$ cat config.mk
export PLATFORM = sky130hd
export DESIGN_NAME = bus_decoder_nslave
export DESIGN_NICKNAME = d
export VERILOG_FILES = /design/src/rtl/bus_decoder_nslave.sv
export SDC_FILE = /design/constraint.sdc
export NUM_CORES = 1
export LEC_CHECK = 0
export CAP_MARGIN = 10
export CORE_MARGIN = 2
export CORE_UTILIZATION = 44
export CTS_CLUSTER_DIAMETER = 60
export DETAILED_ROUTE_END_ITERATION = 12
export GPL_TIMING_DRIVEN = 1
export PLACE_DENSITY_LB_ADDON = 0.08
export SLEW_MARGIN = 20
export SYNTH_ARGS = -nofsm -noshare
export SYNTH_HDL_FRONTEND = slang
export SYNTH_SLANG_ARGS = --single-unit
$ cat constraint.sdc
create_clock -name clk -period 5 [get_ports clk]
set_clock_uncertainty 0.2 [all_clocks]
set_input_delay 1 -clock clk [delete_from_list [all_inputs] [get_ports clk]]
set_output_delay 1 -clock clk [all_outputs]
set_load 0.01 [all_outputs]
$ cat src/rtl/bus_decoder_nslave.sv
// Single-master, N-slave bus decoder: registers each request, decodes it onto
// one power-of-two slave region, and returns data, done and error to the master.
module bus_decoder_nslave #(
    parameter int                        NUM_SLAVES  = 4,
    parameter int                        DATA_W      = 32,
    parameter logic [32*NUM_SLAVES-1:0]  BASE_ADDRS  = {32'h3000_0000, 32'h2000_0000,
                                                        32'h1000_0000, 32'h0000_0000},
    parameter logic [8*NUM_SLAVES-1:0]   REGION_BITS = {8'd4, 8'd4, 8'd4, 8'd13},
    parameter int                        TIMEOUT     = 255,
    parameter logic [DATA_W-1:0]         ERR_DATA    = DATA_W'(32'hDEAD_BEEF)
) (
    input  logic                          clk,
    input  logic                          rst,
    input  logic [31:0]                   m_addr,
    input  logic [DATA_W-1:0]             m_wdata,
    input  logic [DATA_W/8-1:0]           m_wmask,
    input  logic                          m_wen,
    input  logic                          m_ren,
    output logic [DATA_W-1:0]             m_rdata,
    output logic                          m_done,
    output logic                          m_err,
    output logic [31:0]                   s_addr,
    output logic [DATA_W-1:0]             s_wdata,
    output logic [DATA_W/8-1:0]           s_wmask,
    output logic [NUM_SLAVES-1:0]         s_wen,
    output logic [NUM_SLAVES-1:0]         s_ren,
    input  logic [NUM_SLAVES*DATA_W-1:0]  s_rdata,
    input  logic [NUM_SLAVES-1:0]         s_done
);

    localparam int MASK_W = DATA_W / 8;
    localparam int SEL_W  = (NUM_SLAVES > 1) ? $clog2(NUM_SLAVES) : 1;
    localparam int CNT_W  = (TIMEOUT > 2) ? $clog2(TIMEOUT) : 1;
    localparam logic [CNT_W-1:0] CNT_LAST = CNT_W'((TIMEOUT > 0) ? TIMEOUT - 1 : 0);

    typedef enum logic [1:0] {IDLE, ISSUE, WAIT, RESP} state_t;

    state_t                 state_q;
    logic [SEL_W-1:0]       sel_q;
    logic                   err_q;
    logic [CNT_W-1:0]       cnt_q;
    logic [CNT_W-1:0]       cnt_d;
    logic [DATA_W-1:0]      cap_q;
    logic [DATA_W-1:0]      m_rdata_q;
    logic                   m_done_q;
    logic                   m_err_q;
    logic [31:0]            s_addr_q;
    logic [DATA_W-1:0]      s_wdata_q;
    logic [MASK_W-1:0]      s_wmask_q;
    logic [NUM_SLAVES-1:0]  s_wen_q;
    logic [NUM_SLAVES-1:0]  s_ren_q;

    logic                   hit_c;
    logic [SEL_W-1:0]       sel_c;
    logic [NUM_SLAVES-1:0]  onehot_c;
    logic                   done_sel_c;
    logic [DATA_W-1:0]      rdata_sel_c;

    function automatic logic region_hit(input logic [31:0] addr,
                                        input logic [31:0] base,
                                        input logic [7:0]  rbits);
        logic [31:0] mask;
        mask = 32'hFFFF_FFFF << rbits;
        return ((addr ^ base) & mask) == 32'h0;
    endfunction

    // Scan from the top down so the lowest matching index is the one that sticks.
    always_comb begin
        hit_c = 1'b0;
        sel_c = '0;
        for (int i = NUM_SLAVES - 1; i >= 0; i--) begin
            if (region_hit(m_addr, BASE_ADDRS[32*i +: 32], REGION_BITS[8*i +: 8])) begin
                hit_c = 1'b1;
                sel_c = SEL_W'(i);
            end
        end
    end

    assign onehot_c = NUM_SLAVES'(1) << sel_c;

    always_comb begin
        done_sel_c  = 1'b0;
        rdata_sel_c = '0;
        for (int i = 0; i < NUM_SLAVES; i++) begin
            if (sel_q == SEL_W'(i)) begin
                done_sel_c  = s_done[i];
                rdata_sel_c = s_rdata[DATA_W*i +: DATA_W];
            end
        end
    end

    assign cnt_d = cnt_q + CNT_W'(1);

    always_ff @(posedge clk) begin
        if (rst) begin
            state_q   <= IDLE;
            sel_q     <= '0;
            err_q     <= 1'b0;
            cnt_q     <= '0;
            cap_q     <= '0;
            m_rdata_q <= '0;
            m_done_q  <= 1'b0;
            m_err_q   <= 1'b0;
            s_addr_q  <= '0;
            s_wdata_q <= '0;
            s_wmask_q <= '0;
            s_wen_q   <= '0;
            s_ren_q   <= '0;
        end else begin
            s_wen_q  <= '0;
            s_ren_q  <= '0;
            m_done_q <= 1'b0;
            m_err_q  <= 1'b0;
            case (state_q)
                IDLE: begin
                    if (m_wen || m_ren) begin
                        s_addr_q  <= m_addr;
                        s_wdata_q <= m_wdata;
                        s_wmask_q <= m_wmask;
                        sel_q     <= sel_c;
                        if (!hit_c || (m_wen && m_ren)) begin
                            err_q   <= 1'b1;
                            state_q <= RESP;
                        end else begin
                            err_q   <= 1'b0;
                            s_wen_q <= m_wen ? onehot_c : '0;
                            s_ren_q <= m_ren ? onehot_c : '0;
                            state_q <= ISSUE;
                        end
                    end
                end
                ISSUE: begin
                    cnt_q <= '0;
                    // A slave may answer in the same cycle as its strobe.
                    if (done_sel_c) begin
                        cap_q   <= rdata_sel_c;
                        state_q <= RESP;
                    end else if (TIMEOUT == 1) begin
                        err_q   <= 1'b1;
                        state_q <= RESP;
                    end else begin
                        state_q <= WAIT;
                    end
                end
                WAIT: begin
                    if (done_sel_c) begin
                        cap_q   <= rdata_sel_c;
                        state_q <= RESP;
                    end else begin
                        cnt_q <= cnt_d;
                        if (TIMEOUT > 1 && cnt_d == CNT_LAST) begin
                            err_q   <= 1'b1;
                            state_q <= RESP;
                        end
                    end
                end
                RESP: begin
                    m_done_q  <= 1'b1;
                    m_err_q   <= err_q;
                    m_rdata_q <= err_q ? ERR_DATA : cap_q;
                    state_q   <= IDLE;
                end
                default: state_q <= IDLE;
            endcase
        end
    end

    assign m_rdata = m_rdata_q;
    assign m_done  = m_done_q;
    assign m_err   = m_err_q;
    assign s_addr  = s_addr_q;
    assign s_wdata = s_wdata_q;
    assign s_wmask = s_wmask_q;
    assign s_wen   = s_wen_q;
    assign s_ren   = s_ren_q;

endmodule
Yosys cells after proc, flatten, opt, wreduce, memory -nomap -nowiden. Cells that the tools add are included.

Shift operators: 1. Bitwise logic cells: 8. Reductions and logical operators: 21. Equality and inequality tests: 11. Muxes and demuxes: 31. Add/subtract/negate cells: 1.

Operator list (count): 32-bit 2-to-1 mux (5); 32-bit logical NOT (4); 2-bit 2-to-1 mux (8); 8-bit case mux with 2 select lines (1); 1-bit 2-to-1 mux (14); 5-bit OR reduction (2); 8-bit by 1-bit adder with 8-bit output, second input constant (1); 2-bit == test, second input constant (4); 8-bit == test, second input constant (1); 8-bit 2-to-1 mux (1); 2-bit case mux with 4 select lines (1); 2-bit AND reduction (4); 1-bit inverter (7); 2-bit inequality test, second input constant (3); 2-bit by 1-bit == test with 1-bit output, second input constant (2); 2-bit logical NOT (2); 4-bit AND reduction (1); 2-bit nonzero test (2); 2-bit OR reduction (2); 1-bit by 2-bit << shifter with 4-bit output, first input constant (1); 3-bit inequality test, second input constant (1); 1-bit logical OR (2); 2-bit inverter (1); 1-bit case mux with 2 select lines (1); other kinds (2) (2).

Register bits after elaboration: 155. Logic and storage cells: 86.

Depth between registers and ports, before layout. Gate-level depths: netlist of run 1.

Word-level depth: 11. Mapped depth: 8. Depth with buffers taken out: 7.

Worst setup path after synthesis of run 1. No wires, ideal clock.

Path type: input -> register. From: input s_done[3]. To: register cnt_q[7]. Stages on the path: 5. Required time: 4.716 ns. Slack: 2.416 ns. Library setup time: 0.084 ns. Data arrival time: 2.300 ns. Cells stage by stage: mux4_2 -> or3_1 -> buf_6 -> nand2b_4 -> o31ai_2.

Longest elaborated chain between the ends: 3.

Ends and longest elaborated chain: start, declared (RTL line 28) `input logic [NUM_SLAVES-1:0] s_done`; 1-bit 2-to-1 mux (RTL line 85) `if (sel_q == SEL_W'(i)) begin`; 2-bit inequality test (no source line); 2-bit AND reduction (no source line); end signal, assigned (RTL line 150) `cnt_q <= cnt_d;`; end, declared (RTL line 41) `logic [CNT_W-1:0] cnt_q;`.

Every way passes these cells. A chain may end at the register's enable or synchronous reset.

Worst setup path in the final report of run 1.
From: input s_done[2]. To: register cnt_q[7].

Longest elaborated chain between the ends: 4.

Ends and longest elaborated chain (RTL line): 1-bit 2-to-1 mux (2 in series) (85); 2-bit inequality test (no source line); 2-bit AND reduction (no source line).

Every way passes these cells.

==> results of run 1 <==
## stage by stage
stage	setup WS (ns)	area, µm²
floorplan	2.42	6520
global placement	1.62	9710
detailed placement	1.53	9710
CTS	1.95	10200
global route	2.15	10300
finish	2.27	10300
## power groups by stage
| stage | combinational [µW] | clock [µW] | sequential, µW |
|---|---|---|---|
| 6_report | 1520 | 1160 | 1650 |
| 5_1_grt | 1670 | 1230 | 1690 |
| 4_1_cts | 1530 | 1180 | 1650 |
| 3_5_place_dp | 1520 | 0 | 1670 |
| 3_3_place_gp | 1510 | 0 | 1660 |
| 2_1_floorplan | 737 | 0 | 1720 |
## registers in the layout (all words and copies together), names as in the netlist
name and flops:
cap_q 32, m_rdata 32, s_addr 32, s_wdata 32, cnt_q 8, s_ren 4, s_wen 4, s_wmask 4
sel_q 2, state_q 2, err_q 1, m_done 1, m_err 1
## kinds of logic (layout without fill, tap and decap cells)
logic type / after synthesis / in the layout
adders and majority gates: 6 / 6
and+or+nand+nor: 336 / 336
muxes: 35 / 35
other: 0 / 2
AOI/OAI and AO/OA: 159 / 159
DFF: 155 / 155
buffers and inverters: 63 / 357
xor gates and xnor gates: 3 / 3
## cell usage after synthesis, types with 2 or more instances
library cell	count
and2_1	2
a21oi_1	114
nand4_1	3
a211oi_1	19
buf_2	5
nor2b_1	5
nor2_1	68
nor3_1	2
nand2_1	213
and4_1	2
o21ai_0	8
dfxtp_1	155
buf_6	2
mux4_2	33
inv_1	6
xor2_1	2
nand3b_1	8
o22ai_1	5
or3_1	2
nand3_1	10
o21ai_1	5
buf_1	6
clkbuf_1	44
nand2b_1	12
nor4_1	5
ha_1	6
## cell usage in the layout, fill, tap and decap left out, types with 2 or more instances in the layout
cell             instances
and4_1                   2
o21ai_1                  4
o22ai_1                  5
dfxtp_2                  3
nand4_1                  3
dfxtp_1                152
a21oi_1                114
o21ai_0                  8
nor3_1                   2
nor2b_1                  5
clkdlybuf4s50_1        312
xor2_1                   2
clkbuf_16               17
clkinv_2                 6
buf_4                    7
and2_1                   2
nor2_1                  67
nand2_1                212
mux4_2                  33
nand3_1                 10
ha_1                     5
clkbuf_8                 2
nand3b_1                 8
clkinvlp_4               6
nand2b_1                12
or3_1                    2
diode_2                  2
a211oi_1                19
inv_1                    6
nor4_1                   5
## final timing paths
| check | slack [ns] | depth (start not counted) | endpoint | startpoint |
|---|---|---|---|---|
| max | 2.27 | 5 | cnt_q[7]$_SDFFE_PP0P_ | s_done[2] |
| min reg2reg | 0.25 | 2 | s_wdata[24]$_SDFFE_PP0P_ | s_wdata[24]$_SDFFE_PP0P_ |
| max reg2reg | 2.66 | 5 | cnt_q[7]$_SDFFE_PP0P_ | sel_q[1]$_SDFFE_PP0P_ |
| min | 0.25 | 2 | s_wdata[24]$_SDFFE_PP0P_ | s_wdata[24]$_SDFFE_PP0P_ |
## area by class of cell
| cell class | count | area share [%] |
|---|---|---|
| tap | 184 | 2.24 |
| antenna | 2 | 0.0488 |
| clock inverter | 12 | 0.732 |
| timing repair buffer | 319 | 31.0 |
| multi-input combinational | 539 | 31.1 |
| clock buffer | 20 | 4.45 |
| sequential | 155 | 30.3 |
| inverter | 6 | 0.220 |
## critical path, delay by kind of cell
family | cells | cell delay [ns]
multiplexers | 1 | 0.55
AND/OR/NAND/NOR | 2 | 0.72
AO/OA/AOI/OAI | 1 | 0.16
buffers and inverters | 1 | 0.44
## routing by layer
| layer | global-route usage [%] | wire, µm | part of all wire [%] |
|---|---|---|---|
| met5 | 0 | 0 | 0 |
| met4 | 10.3 | 566 | 2.9 |
| met3 | 7.26 | 1370 | 6.9 |
| met2 | 43.8 | 10100 | 51 |
| met1 | 27.9 | 7620 | 39 |
==> flow_summary.json, run 1 <==
{
  "status": "complete, no violations",
  "synth_compound_area_share_pct": 13.5,
  "clk_pin_slew_ns": 0.06,
  "required_ns": 5.14,
  "htreeDepth": 4,
  "cts_buffers": 17,
  "synth_seq_cells": 155,
  "synth_top_family_by_area": "simple AND/OR/NAND/NOR gates",
  "hold_buffers": 0,
  "p_comb_share_pct": 35.1,
  "drt-total-wl_um": 19700,
  "io_buffer_count": 313,
  "critPathMaxFanout": 9,
  "fillers": 1213,
  "clkPwrFrac_pct": 26.7,
  "path_cells": "clkdlybuf4s50_1, mux4_2, or3_1, nand2b_4, o31ai_2",
  "area_delta_synth_final_pct": 57.5,
  "ys_seq_area_share_pct": 47.6,
  "power_frac_seq_pct": 38.1,
  "final_cells": 1237,
  "dp_hpwl_um": 13900,
  "peakVddDrop_v": 0.000240,
  "power.switching_uw": 1460,
  "setup_violations": 0,
  "clockBufferDepth": 2,
  "ios": 314,
  "synthSimpleGateAreaFrac_pct": 21.6,
  "end_kind": "flop",
  "fmax_mhz": 367,
  "cts-root-buf": "clkbuf_16",
  "core_area_um2": 14500,
  "synthMuxAreaShare_pct": 11.7,
  "multiInputGateArea_um2": 3190,
  "worstPathArrival_ns": 2.87,
  "critPathSlowestCell": "mux4_2",
  "cts_setup_buffers": 0,
  "ys.warnings.count": 0,
  "clock_latency_ns": 0.42,
  "min_path_type": "reg -> reg",
  "antenna_found_initial": 1,
  "seq_area_um2": 3110,
  "grt_pass1_vias": 6138,
  "synth_area_leaders": "dfxtp_1 48%, nand2_1 12%, mux4_2 11%, a21oi_1 8.8%, nor2_1 3.9%",
  "detailedRoute.firstIterationViolations": 319,
  "die_x_um": 126,
  "cts_sinks": 155,
  "place.gp.congestion": 0.803,
  "max_stage_delay_ns": 0.55,
  "drt_drc_violations_left": 0,
  "timing.hold.ws_ns": 0.252,
  "cts_tree": "built",
  "ys.flop_type": "dfxtp_1",
  "slew_headroom_pct": 34.1,
  "final_nets": 1248,
  "synth-xor-area-share_pct": 0.403,
  "antenna_left": 0,
  "leakagePower_uw": 0.00360,
  "finalMaxSlewViolations": 0,
  "vias": 6297,
  "synth_cells": 757,
  "min_period_ns": 2.73,
  "synth_top_area_cell": "dfxtp_1",
  "synth_fp_nets": 967,
  "hold_violations": 0,
  "num_rows": 44,
  "drt-wirelength-per-cell_um": 15.9,
  "grt_start_max_net_pins": 95,
  "crit_type": "in -> reg",
  "yosys.area.top_type_share_pct": 47.6,
  "start_kind": "input pin",
  "max-cap-violations": 0,
  "powerDensity_nw_per_um2": 422,
  "avgSynthCellArea_um2": 8.61,
  "viasPerCell": 5.09,
  "drive_above_1_share_pct": 7.80,
  "die-height_um": 126,
  "grtUsageTotal_pct": 24.8,
  "yosysUniqueCellTypes": 41,
  "tns_ns": 0,
  "rsz0062_at_grt": "no",
  "power.internal_uw": 2870,
  "initial_core_util_pct": 45.0,
  "power.total_uw": 4330,
  "async_flop_share_pct": 0,
  "die-area_um2": 15800,
  "first_pass_iters": 5,
  "synth_fa_ha_area_share_pct": 1.15,
  "cts_resized": 0,
  "synthesis.area_um2": 6510,
  "tightest_slew_ns": 0.988,
  "switching_share_pct": 33.7,
  "grt_pass1_wl_um": 31200,
  "utilization_pct": 70.9,
  "fin_crit_sh_pct": 54.5,
  "dp_cells": 1203,
  "synth_edf_count": 0,
  "grt_overflow": 0
}
(Power assumes the default switching activity.)
==> inputs of run 2 (changes only) <==
--- a/config.mk
+++ b/config.mk
@@ -7,7 +7,7 @@
 export LEC_CHECK = 0
 export CAP_MARGIN = 10
 export CORE_MARGIN = 2
-export CORE_UTILIZATION = 44
+export CORE_UTILIZATION = 41
 export CTS_CLUSTER_DIAMETER = 60
 export DETAILED_ROUTE_END_ITERATION = 12
 export GPL_TIMING_DRIVEN = 1
==> constraint.sdc (replaced) <==
create_clock -name clk -period 2.7 [get_ports clk]
set_clock_uncertainty 0.2 [all_clocks]
set_input_delay 0.54 -clock clk [delete_from_list [all_inputs] [get_ports clk]]
set_output_delay 0.54 -clock clk [all_outputs]
set_load 0.01 [all_outputs]
==> flow_summary.json, run 2 (same netlist as run 1, synthesis figures left out) <==
{
  "power.internal_uw": 5720,
  "tightest_slew_ns": 0.613,
  "finalMaxSlewViolations": 0,
  "hp-start": "s_addr[13]$_SDFFE_PP0P_",
  "critPathMaxFanout": 9,
  "peakVddDrop_v": 0.000583,
  "detailedRoute.firstIterationViolations": 298,
  "tns_ns": 0,
  "start_kind": "input pin",
  "design_area_um2": 10500,
  "ios": 314,
  "reg2reg_depth": 6,
  "cts_buffers": 17,
  "area_delta_synth_final_pct": 60.7,
  "worstPathArrival_ns": 2.30,
  "slew_headroom_pct": 59.1,
  "num_antenna_cells": 0,
  "end_kind": "flop",
  "hold_violations": 0,
  "num_rows": 46,
  "grt_overflow": 0,
  "seq_area_um2": 3110,
  "fillers": 1366,
  "cts_resized": 0,
  "grt_pass1_wl_um": 30000,
  "htreeDepth": 4,
  "layout_commonest_cell": "clkdlybuf4s50_1",
  "dp_hpwl_um": 14100,
  "io_buffer_count": 313,
  "fmax_mhz": 462,
  "grt_pass1_vias": 5910,
  "die-height_um": 130,
  "grt_start_max_net_pins": 71,
  "antenna_left": 0,
  "min_path_type": "reg -> reg",
  "first_pass_iters": 6,
  "switching_share_pct": 32.1,
  "die-area_um2": 16900,
  "min_period_ns": 2.17,
  "hold_buffers": 0,
  "drive_above_1_share_pct": 8.13,
  "multiInputGateArea_um2": 3180,
  "die_x_um": 130,
  "hold_end": "s_addr[13]$_SDFFE_PP0P_",
  "p_comb_share_pct": 35.2,
  "dp_cells": 1242,
  "clk_pin_slew_ns": 0.06,
  "power.switching_uw": 2710,
  "setup_violations": 0,
  "grtUsageTotal_pct": 23.0,
  "status": "complete, no violations",
  "cts-root-buf": "clkbuf_16",
  "drt-wirelength-per-cell_um": 15.5,
  "clock_latency_ns": 0.42,
  "timing.final.ws_setup_ns": 0.534,
  "drt-total-wl_um": 19800,
  "place.gp.congestion": 0.768,
  "powerDensity_nw_per_um2": 804,
  "initial_core_util_pct": 41.5,
  "pre_cts_slack_ns": 0.102,
  "max-cap-violations": 0,
  "drt_drc_violations_left": 0,
  "viasPerCell": 4.97,
  "r2r-start": "state_q[0]$_SDFFE_PP0P_",
  "mostFrequentLayoutCells": "312 x clkdlybuf4s50_1, 213 x nand2_1, 153 x dfxtp_1, 114 x a21oi_1, 67 x nor2_1",
  "utilization_pct": 66.7,
  "cts_setup_buffers": 0,
  "hold-path-cell-count": 2,
  "fin_crit_sh_pct": 80.2,
  "final_cells": 1274,
  "rsz0062_at_grt": "no",
  "reg2reg_to": "cnt_q[7]$_SDFFE_PP0P_",
  "crit_type": "in -> reg",
  "clockBufferDepth": 2,
  "leakagePower_uw": 0.00371,
  "reg2reg_setup_slack_ns": 0.56,
  "cts_sinks": 155,
  "final_nets": 1255,
  "power_frac_seq_pct": 35.6,
  "required_ns": 2.83,
  "antenna_found_initial": 0,
  "place_area_um2": 9860,
  "cts_tree": "built",
  "core_area_um2": 15700,
  "vias": 6335,
  "clkPwrFrac_pct": 29.2
}
-- run 2: how the worst max path moves through the flow --
stage | start | to | slack, ns | depth (start not counted)
6_report | s_done[3] | cnt_q[7]$_SDFFE_PP0P_ | 0.53 | 5
5_1_grt | state_q[0]$_SDFFE_PP0P_ | cnt_q[7]$_SDFFE_PP0P_ | 0.40 | 6
4_1_cts | s_done[3] | cnt_q[7]$_SDFFE_PP0P_ | 0.54 | 5
3_5_place_dp | s_done[3] | cnt_q[7]$_SDFFE_PP0P_ | 0.10 | 5
3_3_place_gp | s_done[3] | cnt_q[7]$_SDFFE_PP0P_ | 0.16 | 5
2_1_floorplan | s_done[3] | cnt_q[7]$_SDFFE_PP0P_ | 0.58 | 5
-- run 2: power by group through the flow --
stage                     sequential [µW]  combinational, µW  clock (µW)
after global routing                 3060               3270        2590
after floorplan                      3180               1360           0
after global placement               3030               2960           0
after CTS                            3000               3000        2500
final                                3000               2970        2460
after detailed placement             3040               2980           0
-- run 2: area by class of cell --
class	instances	share of cell area, %
clock inverter	13	1.67
tap	216	2.58
clock buffer	19	4.13
multi-input combinational	539	30.3
sequential	155	29.7
inverter	6	0.215
timing repair buffer	326	31.4
-- run 2: stage by stage --
stage / hold slack, ns / total power, µW
final: 0.252 / 8420
after global placement: 0.240 / 5980
after CTS: 0.254 / 8490
after global routing: 0.268 / 8910
after detailed placement: 0.245 / 6020
after floorplan: 0.237 / 4550
-- run 2: per-layer routing --
layer	vias up	part of all wire [%]	routed length, µm	GRT usage [%]
met5	-	0	0	0
met4	0	2.8	552	9.61
met3	34	8.0	1580	8.12
met2	226	52	10200	40.0
met1	2914	37	7390	25.5
li1	3161	-	-	-
-- run 2: critical path, cell delays in order --
cell and delay (ns):
clkdlybuf4s50_1 0.41, mux4_2 0.48, or3_1 0.49, nand2b_4 0.20
o31ai_2 0.18
